===== config.mk =====
export PLATFORM = sky130hd
export DESIGN_NAME = cos_taylor_sched
export DESIGN_NICKNAME = d
export VERILOG_FILES = /design/src/rtl/cos_taylor_sched.sv
export SDC_FILE = /design/constraint.sdc
export NUM_CORES = 1
export LEC_CHECK = 0
export BUFFER_PORTS_ARGS = -buffer_cell sky130_fd_sc_hd__buf_2
export CORE_ASPECT_RATIO = 0.5
export CORE_MARGIN = 5
export CORE_UTILIZATION = 51
export CTS_BUF_LIST = sky130_fd_sc_hd__clkbuf_8 sky130_fd_sc_hd__clkbuf_16
export CTS_CLUSTER_SIZE = 28
export DETAILED_ROUTE_END_ITERATION = 10
export PLACE_DENSITY = 0.81
export SLEW_MARGIN = 30
export SYNTH_ARGS = -nofsm -noshare
export SYNTH_HDL_FRONTEND = slang
export SYNTH_SLANG_ARGS = --single-unit
export TNS_END_PERCENT = 5

===== constraint.sdc =====
create_clock -name clk -period 2.7 [get_ports clk]
set_input_delay 0.27 -clock clk [delete_from_list [all_inputs] [get_ports clk]]
set_output_delay 0.27 -clock clk [all_outputs]
set_load 0.005 [all_outputs]

===== src/rtl/cos_taylor_sched.sv =====
// cos_taylor_sched
// Horner-rule Taylor cosine sequencer driving one shared fp multiplier and one
// shared fp adder through their stb/ack handshakes.
//
// Ports:
//   clk, rst                 clock, synchronous active-low reset
//   in_valid/in_ready/rad    angle input (IEEE-754 single), accepted in IDLE only
//   out_valid/out_ready      result handshake; cosine held while out_valid
//   busy                     high in any state but IDLE
//   mul_* / add_*            operand strobes/acks, result strobe/ack of each unit
//
// Configuration macro: COS_TAYLOR_SCHED_TERM3_EN adds the x^6 term (7 ops
// instead of 5).

module cos_taylor_sched (
  input  logic        clk,
  input  logic        rst,
  input  logic        in_valid,
  output logic        in_ready,
  input  logic [31:0] rad,
  output logic        out_valid,
  input  logic        out_ready,
  output logic [31:0] cosine,
  output logic        busy,
  output logic [31:0] mul_a,
  output logic [31:0] mul_b,
  output logic        mul_a_stb,
  output logic        mul_b_stb,
  input  logic        mul_a_ack,
  input  logic        mul_b_ack,
  input  logic [31:0] mul_z,
  input  logic        mul_z_stb,
  output logic        mul_z_ack,
  output logic [31:0] add_a,
  output logic [31:0] add_b,
  output logic        add_a_stb,
  output logic        add_b_stb,
  input  logic        add_a_ack,
  input  logic        add_b_ack,
  input  logic [31:0] add_z,
  input  logic        add_z_stb,
  output logic        add_z_ack
);

  localparam logic [31:0] C1  = 32'hbf000000;  // -1/2
  localparam logic [31:0] C2  = 32'h3d2aaaab;  // 1/24
  localparam logic [31:0] One = 32'h3f800000;
`ifdef COS_TAYLOR_SCHED_TERM3_EN
  localparam logic [31:0] C3       = 32'hbab60b61;  // -1/720
  localparam logic [31:0] CTop     = C3;
  localparam logic [2:0]  LastStep = 3'd6;
`else
  localparam logic [31:0] CTop     = C2;
  localparam logic [2:0]  LastStep = 3'd4;
`endif

  typedef enum logic [2:0] {StIdle, StLoad, StIssue, StWait, StDone} state_e;

  state_e      state_q, state_d;
  logic [31:0] x_q, x_d, x2_q, x2_d, acc_q, acc_d, opa_q, opa_d, opb_q, opb_d;
  logic [2:0]  step_q, step_d;
  logic        a_done_q, a_done_d, b_done_q, b_done_d;

  // Step 0 and odd steps are multiplies; even steps from 2 on are adds.
  logic        use_add;
  assign use_add = (step_q != 3'd0) && !step_q[0];

  logic        a_ack, b_ack, z_stb;
  logic [31:0] z;
  assign a_ack = use_add ? add_a_ack : mul_a_ack;
  assign b_ack = use_add ? add_b_ack : mul_b_ack;
  assign z_stb = use_add ? add_z_stb : mul_z_stb;
  assign z     = use_add ? add_z     : mul_z;

  // Constant added at each add step (Horner coefficients, highest first).
  logic [31:0] add_k;
  always_comb begin
    add_k = One;
`ifdef COS_TAYLOR_SCHED_TERM3_EN
    if (step_q == 3'd2)      add_k = C2;
    else if (step_q == 3'd4) add_k = C1;
`else
    if (step_q == 3'd2)      add_k = C1;
`endif
  end

  logic [31:0] sel_a, sel_b;
  always_comb begin
    sel_a = acc_q;
    sel_b = x2_q;
    if (step_q == 3'd0) begin
      sel_a = x_q;
      sel_b = x_q;
    end else if (step_q == 3'd1) begin
      sel_a = CTop;
    end else if (use_add) begin
      sel_b = add_k;
    end
  end

  logic stb_a, stb_b, z_ack;

  always_comb begin
    state_d  = state_q;
    x_d      = x_q;
    x2_d     = x2_q;
    acc_d    = acc_q;
    opa_d    = opa_q;
    opb_d    = opb_q;
    step_d   = step_q;
    a_done_d = a_done_q;
    b_done_d = b_done_q;
    stb_a    = 1'b0;
    stb_b    = 1'b0;
    z_ack    = 1'b0;
    unique case (state_q)
      StIdle: begin
        if (in_valid) begin
          x_d     = rad;
          step_d  = 3'd0;
          state_d = StLoad;
        end
      end
      StLoad: begin
        opa_d    = sel_a;
        opb_d    = sel_b;
        a_done_d = 1'b0;
        b_done_d = 1'b0;
        state_d  = StIssue;
      end
      StIssue: begin
        // Each strobe falls the cycle after its own ack; leave only once both
        // strobes are already low.
        stb_a    = !a_done_q;
        stb_b    = !b_done_q;
        a_done_d = a_done_q | a_ack;
        b_done_d = b_done_q | b_ack;
        if (a_done_q && b_done_q) state_d = StWait;
      end
      StWait: begin
        if (z_stb) begin
          z_ack = 1'b1;
          if (step_q == 3'd0) x2_d = z;
          else                acc_d = z;
          step_d  = step_q + 3'd1;
          state_d = (step_q == LastStep) ? StDone : StLoad;
        end
      end
      StDone: begin
        if (out_ready) state_d = StIdle;
      end
      default: state_d = StIdle;
    endcase
  end

  always_ff @(posedge clk) begin
    if (!rst) begin
      state_q  <= StIdle;
      x_q      <= '0;
      x2_q     <= '0;
      acc_q    <= '0;
      opa_q    <= '0;
      opb_q    <= '0;
      step_q   <= '0;
      a_done_q <= 1'b0;
      b_done_q <= 1'b0;
    end else begin
      state_q  <= state_d;
      x_q      <= x_d;
      x2_q     <= x2_d;
      acc_q    <= acc_d;
      opa_q    <= opa_d;
      opb_q    <= opb_d;
      step_q   <= step_d;
      a_done_q <= a_done_d;
      b_done_q <= b_done_d;
    end
  end

  // Handshake outputs are masked by rst so nothing is strobed or acked while
  // reset is being applied.
  assign in_ready  = rst && (state_q == StIdle);
  assign busy      = (state_q != StIdle);
  assign out_valid = (state_q == StDone);
  assign cosine    = (state_q == StDone) ? acc_q : 32'h0;

  assign mul_a     = opa_q;
  assign mul_b     = opb_q;
  assign add_a     = opa_q;
  assign add_b     = opb_q;
  assign mul_a_stb = rst && stb_a && !use_add;
  assign mul_b_stb = rst && stb_b && !use_add;
  assign add_a_stb = rst && stb_a && use_add;
  assign add_b_stb = rst && stb_b && use_add;
  assign mul_z_ack = rst && z_ack && !use_add;
  assign add_z_ack = rst && z_ack && use_add;

endmodule


# --- Yosys cells after proc, flatten, opt, wreduce, memory -nomap -nowiden ---
# Cells that the tools add are included.
classes:
  add_sub_neg: 1
  n_mul: 0
  div: 0
  magnitude_cmp: 0
  eq_ne: 11
  shift: 0
  muxes: 26
  n_bitwise: 3
  reduce_logical: 27
op_table:
  columns: ["operator", "count"]
  rows:
  - ["two-way mux 32 bit", 8]
  - ["two-way mux 3 bit", 7]
  - ["case mux 3 bit (5 select lines)", 1]
  - ["logical AND 1 bit", 12]
  - ["== test 3 x 2 -> 1 bit, second input constant", 3]
  - ["AND reduction 3 bit", 3]
  - ["two-way mux 1 bit", 7]
  - ["== test 3 x 1 -> 1 bit, second input constant", 2]
  - ["== test 3 bit, second input constant", 2]
  - ["zero test 3 bit", 2]
  - ["inequality test 2 bit, second input constant", 3]
  - ["case mux 3 bit (2 select lines)", 1]
  - ["nonzero test 3 bit", 2]
  - ["zero test 1 bit", 4]
  - ["case mux 1 bit (2 select lines)", 2]
  - ["AND reduction 4 bit", 1]
  - ["nonzero test 2 bit", 2]
  - ["adder 3 x 1 -> 3 bit, second input constant", 1]
  - ["inequality test 2 x 1 -> 1 bit, second input constant", 1]
  - ["OR 1 bit", 2]
  - ["AND reduction 2 bit", 1]
  - ["inverter 1 bit", 1]
word_totals:
  register_bits: 168
  latchBits: 0
  ram_bits: 0
  rom_bits: 0
  in_bits: 106
  out_inout_bits: 169
  mem_count: 0

# --- Logic depth before layout (Yosys ltp) ---
logic_depth:
  depth_word: 7
  depth_mapped: 11
  ltp_nobuf: 6

# --- Worst setup path after synthesis ---
# Ideal clock, no wire load.
synth_path:
  path_type: "register to register"
  start: "register step_q[0]"
  end: "register acc_q[31]"
  setup_time_ns: 0.089
  arrival_time_ns: 2.259
  slack_ns: 0.353
  stages_incl_launch_ff: 11
  path_buffers: 4
  synth_period_minus_slack_ns: 2.347
  cell_sequence: "dfxtp_1 -> buf_2 -> clkinv_1 -> ha_1 -> buf_2 -> nor2b_1 -> buf_6 -> nor4_4 -> buf_6 -> nor2_1 -> a311oi_2"
synth_between:
  elab_chain_len: 4
  word_cells_on_any_way: 8
  cone_classes: "2 x mux; 1 x bitwise; 5 x reduce/logical"
synth_rtl:
  columns: ["item", "line_no", "text"]
  rows:
  - ["start, declared", "61", "logic [2:0] step_q, step_d;"]
  - ["start signal, assigned", "174", "step_q <= step_d;"]
  - ["nonzero test 3 bit or zero test 1 bit (tied branches)", "66", "assign use_add = (step_q != 3'd0) && !step_q[0];"]
  - ["logical AND 1 bit", "66", null]
  - ["two-way mux 1 bit", "72", "assign z_stb = use_add ? add_z_stb : mul_z_stb;"]
  - ["AND reduction 3 bit (no line)", null, null]
  - ["end signal, assigned", "161", "acc_q <= '0;"]
  - ["end signal, assigned", "171", "acc_q <= acc_d;"]
  - ["end, declared", "60", "logic [31:0] x_q, x_d, x2_q, x2_d, acc_q, acc_d, opa_q, opa_d, opb_q, opb_d;"]
# Several ways; a longest one is shown, not always the timed one.
# A chain may end at the register's enable or synchronous reset.

# --- Worst setup path in the final report ---
layout_path:
  start: "register step_q[0]"
  end: "output port add_z_ack"
layout_between:
  elab_chain_len: 7
  word_cells_on_any_way: 8
  cone_classes: "3 x mux; 5 x reduce/logical"
layout_rtl:
  columns: ["item", "line_no", "text"]
  rows:
  - ["nonzero test 3 bit or zero test 1 bit (tied branches)", "66", null]
  - ["logical AND 1 bit *", "66", null]
  - ["two-way mux 1 bit", "72", null]
  - ["two-way mux 1 bit", "141", "if (z_stb) begin"]
  - ["two-way mux 1 bit", "116", "unique case (state_q)"]
  - ["logical AND 1 bit", "196", "assign add_z_ack = rst && z_ack && use_add;"]
  - ["logical AND 1 bit *", "196", null]
  - ["end, declared", "42", "output logic add_z_ack"]
# Mark *: on every way between the ends. The rest lies on a longest branch, timed or not.

==> metrics <==
outcome=finished, final reports clean; CTS buffer count=17; antenna viol nets, final=0; FILL cells=1333; worst vdd ir=~0.00046 V; RSZ-0062 raised after global routing=false; # rows=32; RR Endpoint=add_b[7]$_SDFFE_PN0P_; vias=approximately 8000; Crit Path Class=flip-flop to primary output; hpwl dp=between 15 and 20 mm; DP Worst Slack=363.2 ps; htree depth=4; TritonCTS clock tree=done; CTS Hold Bufs=0; antenna violations before repair=0; NumNets Final=roughly 1300; CP Cell Sequence=clkinv_1 > ha_2 > nor2b_4 > or4_4 > nor2_1 > buf_2; Final Setup Violations=0; Cell Pwr Density=a little over 600 nW/um^2; ys flop type=dfxtp_1; Post-synth ARST share=0%; final non-filler cell area=~9700 um^2; Final Hold Viols=0; Achievable Freq=around 0.4 GHz; Hold Crit Class=input pin to flip-flop; Sum Neg Setup Slack=0 ps; GR Overflow Total=0; Lkg Pwr=roughly 4 nW; max cap viols=0; FF-to-FF path depth=6; Yosys warning total=0; max_slew headroom=about a third; io pins=275; P&R area growth vs syn=21.50%; global-route wire length before repair=40.63 mm; Hold Crit Endpoint=x_q[26]$_SDFFE_PN0P_; layout cells sized above 1=31.97%; origin of the critical flop-to-flop path=step_q[0]$_SDFFE_PN0P_; Total Wirelength=about 26 mm; flop-to-flop setup slack=390 ps; crit path launch type=flip-flop; Synth Register Bits=approximately 170; syn avg cell area=about 8 um^2; Worst-Margin Slew=between 900 and 1000 ps; syn_nets=between 1000 and 1500; CTS root buffer=clkbuf_16; clock-pin slew on the worst setup and hold paths=70 ps; Data arrival, critical path=roughly 2300 ps; full die area=about 18000 um^2; CP max FO=16; DRC viols=0; WHS=roughly 79 ps; Distinct cells, synth=44; crit-path max cell delay=approximately 600 ps; maximum number of pins on one net before global-route repair=66; crit share post-route=93.73%; clock buffer depth=2; worst clock skew=between 10 and 15 ps; I/O Buffers=~270; critical path capture point type=primary output; most frequent cells in the layout=buf_2 (274), nand2_1 (208), dfxtp_1 (167); via count of the first global-routing pass=~8000; pins over their slew limit=0; CP bufs+invs=2; placed cell area=9096 um^2; Top Family by Delay on Critical Path=simple AND/OR/NAND/NOR gates; initial detailed-routing violation count=~750; wire length per cell=~18 um; drt via density=between 5 and 6; routability congestion estimate=roughly 0.93; Initial Util=around half; crit path time final=about 2500 ps; Syn Std Cell Area=around 8000 um^2; WP data required=2430 ps; Die Height=roughly 98 um; Slowest-stage cell, CP=or4_4; Hold Crit Depth=3; total clock sinks=168; sequential share of the synthesized area=a little over two fifths; total iterations of the first detailed-routing run=6; HP Start=rad[26]; Tot GR Track Use=26.97%; EDFF count, synth=0; die width=186.7 um; Core ar.=15370 um^2; clk_lat worst skew=~420 ps; commonest non-fill, non-tap cell in the layout=buf_2; Post-Synthesis Cells=around 1000; final worst slack=169.3 ps
## per-layer routing
metal  global-route usage, %  vias to the layer above  part of all wire [%]
li1                        -                     3784                     -
met1                   34.39                     3840                    41
met2                   46.40                      429                    49
met3                   5.964                       61                   8.4
met4                   7.836                        0                   2.0
met5                       0                        -                     0
## cell families (layout without fill, tap and decap cells)
family                     count (synthesis)  count (layout)  synth area share [%]
and+or+nand+nor                          353             354                 19.45
AOI/OAI and AO/OA                        322             322                 26.03
DFF                                      168             168                 42.22
buffers and inverters                    162             347                 11.28
adders and majority gates                  4               4                0.6284
muxes                                      3               3                0.3927
other                                      0               1                     0
## repair_timing
action,CTS,global route
setup endpoints to repair,0,2
gates resized for setup,0,1
buffers inserted,0,0
## how the worst max path moves through the flow
stage | endpoint | slack (ps) | cells past startpoint | start
floorplan | acc_q[31]$_SDFFE_PN0P_ | 350 | 10 | step_q[0]$_SDFFE_PN0P_
global placement | add_b[15]$_SDFFE_PN0P_ | 460 | 6 | step_q[0]$_SDFFE_PN0P_
detailed placement | add_b[21]$_SDFFE_PN0P_ | 360 | 6 | step_q[0]$_SDFFE_PN0P_
CTS | mul_z_ack | 30 | 6 | step_q[0]$_SDFFE_PN0P_
global route | add_z_ack | 70 | 6 | step_q[0]$_SDFFE_PN0P_
finish | add_z_ack | 170 | 6 | step_q[0]$_SDFFE_PN0P_
## report_power, final
part	internal [mW]	switching, mW	total, mW
combinational	0.313	0.462	0.776
sequential	2.60	0.110	2.71
clock	1.30	1.05	2.35
total	4.22	1.63	5.84
## Yosys cell counts, types with 12 or more instances
library cell	number	area share, %
o21ai_0	88	5.5
nor2_1	45	2.1
a22oi_1	12	1.1
and2_1	32	2.5
nand2_1	210	9.9
dfxtp_1	168	42
clkbuf_1	71	3.3
a311oi_2	28	5.3
o221ai_1	23	2.5
buf_4	67	6.3
a21oi_1	148	9.3
nand3_1	38	2.4
## registers in the layout (all words and copies together), names as in the netlist
| register | cells |
|---|---|
| b_done_q | 1 |
| x_q | 32 |
| a_done_q | 1 |
| state_q | 3 |
| add_b | 32 |
| add_a | 32 |
| step_q | 3 |
| acc_q | 32 |
| x2_q | 32 |
## cell type report
cell class / instances / area, um^2 / share of cell area [%]
multi-input combinational: 683 / 3774 / 38.99
sequential: 168 / 3367 / 34.79
timing repair buffer: 305 / 1679 / 17.35
clock buffer: 18 / 439.2 / 4.538
tap: 204 / 255.2 / 2.637
clock inverter: 14 / 121.4 / 1.254
inverter: 10 / 40.04 / 0.4137
antenna: 1 / 2.502 / 0.02586
## stage by stage
| step | util [%] | power [mW] | cells |
|---|---|---|---|
| floorplan | - | 3.216 | 1012 |
| global placement | 59.16 | 3.510 | 1369 |
| detailed placement | 59.16 | 3.531 | 1369 |
| CTS | 62.81 | 5.844 | 1401 |
| global route | 62.93 | 6.055 | 1402 |
| finish | 62.95 | 5.844 | 1403 |
## worst min-delay path, stage by stage
cell	delay (ps)
buf_2	100
nand2_1	40
a21oi_1	50
Note: power is estimated with default switching activity, not from simulation.
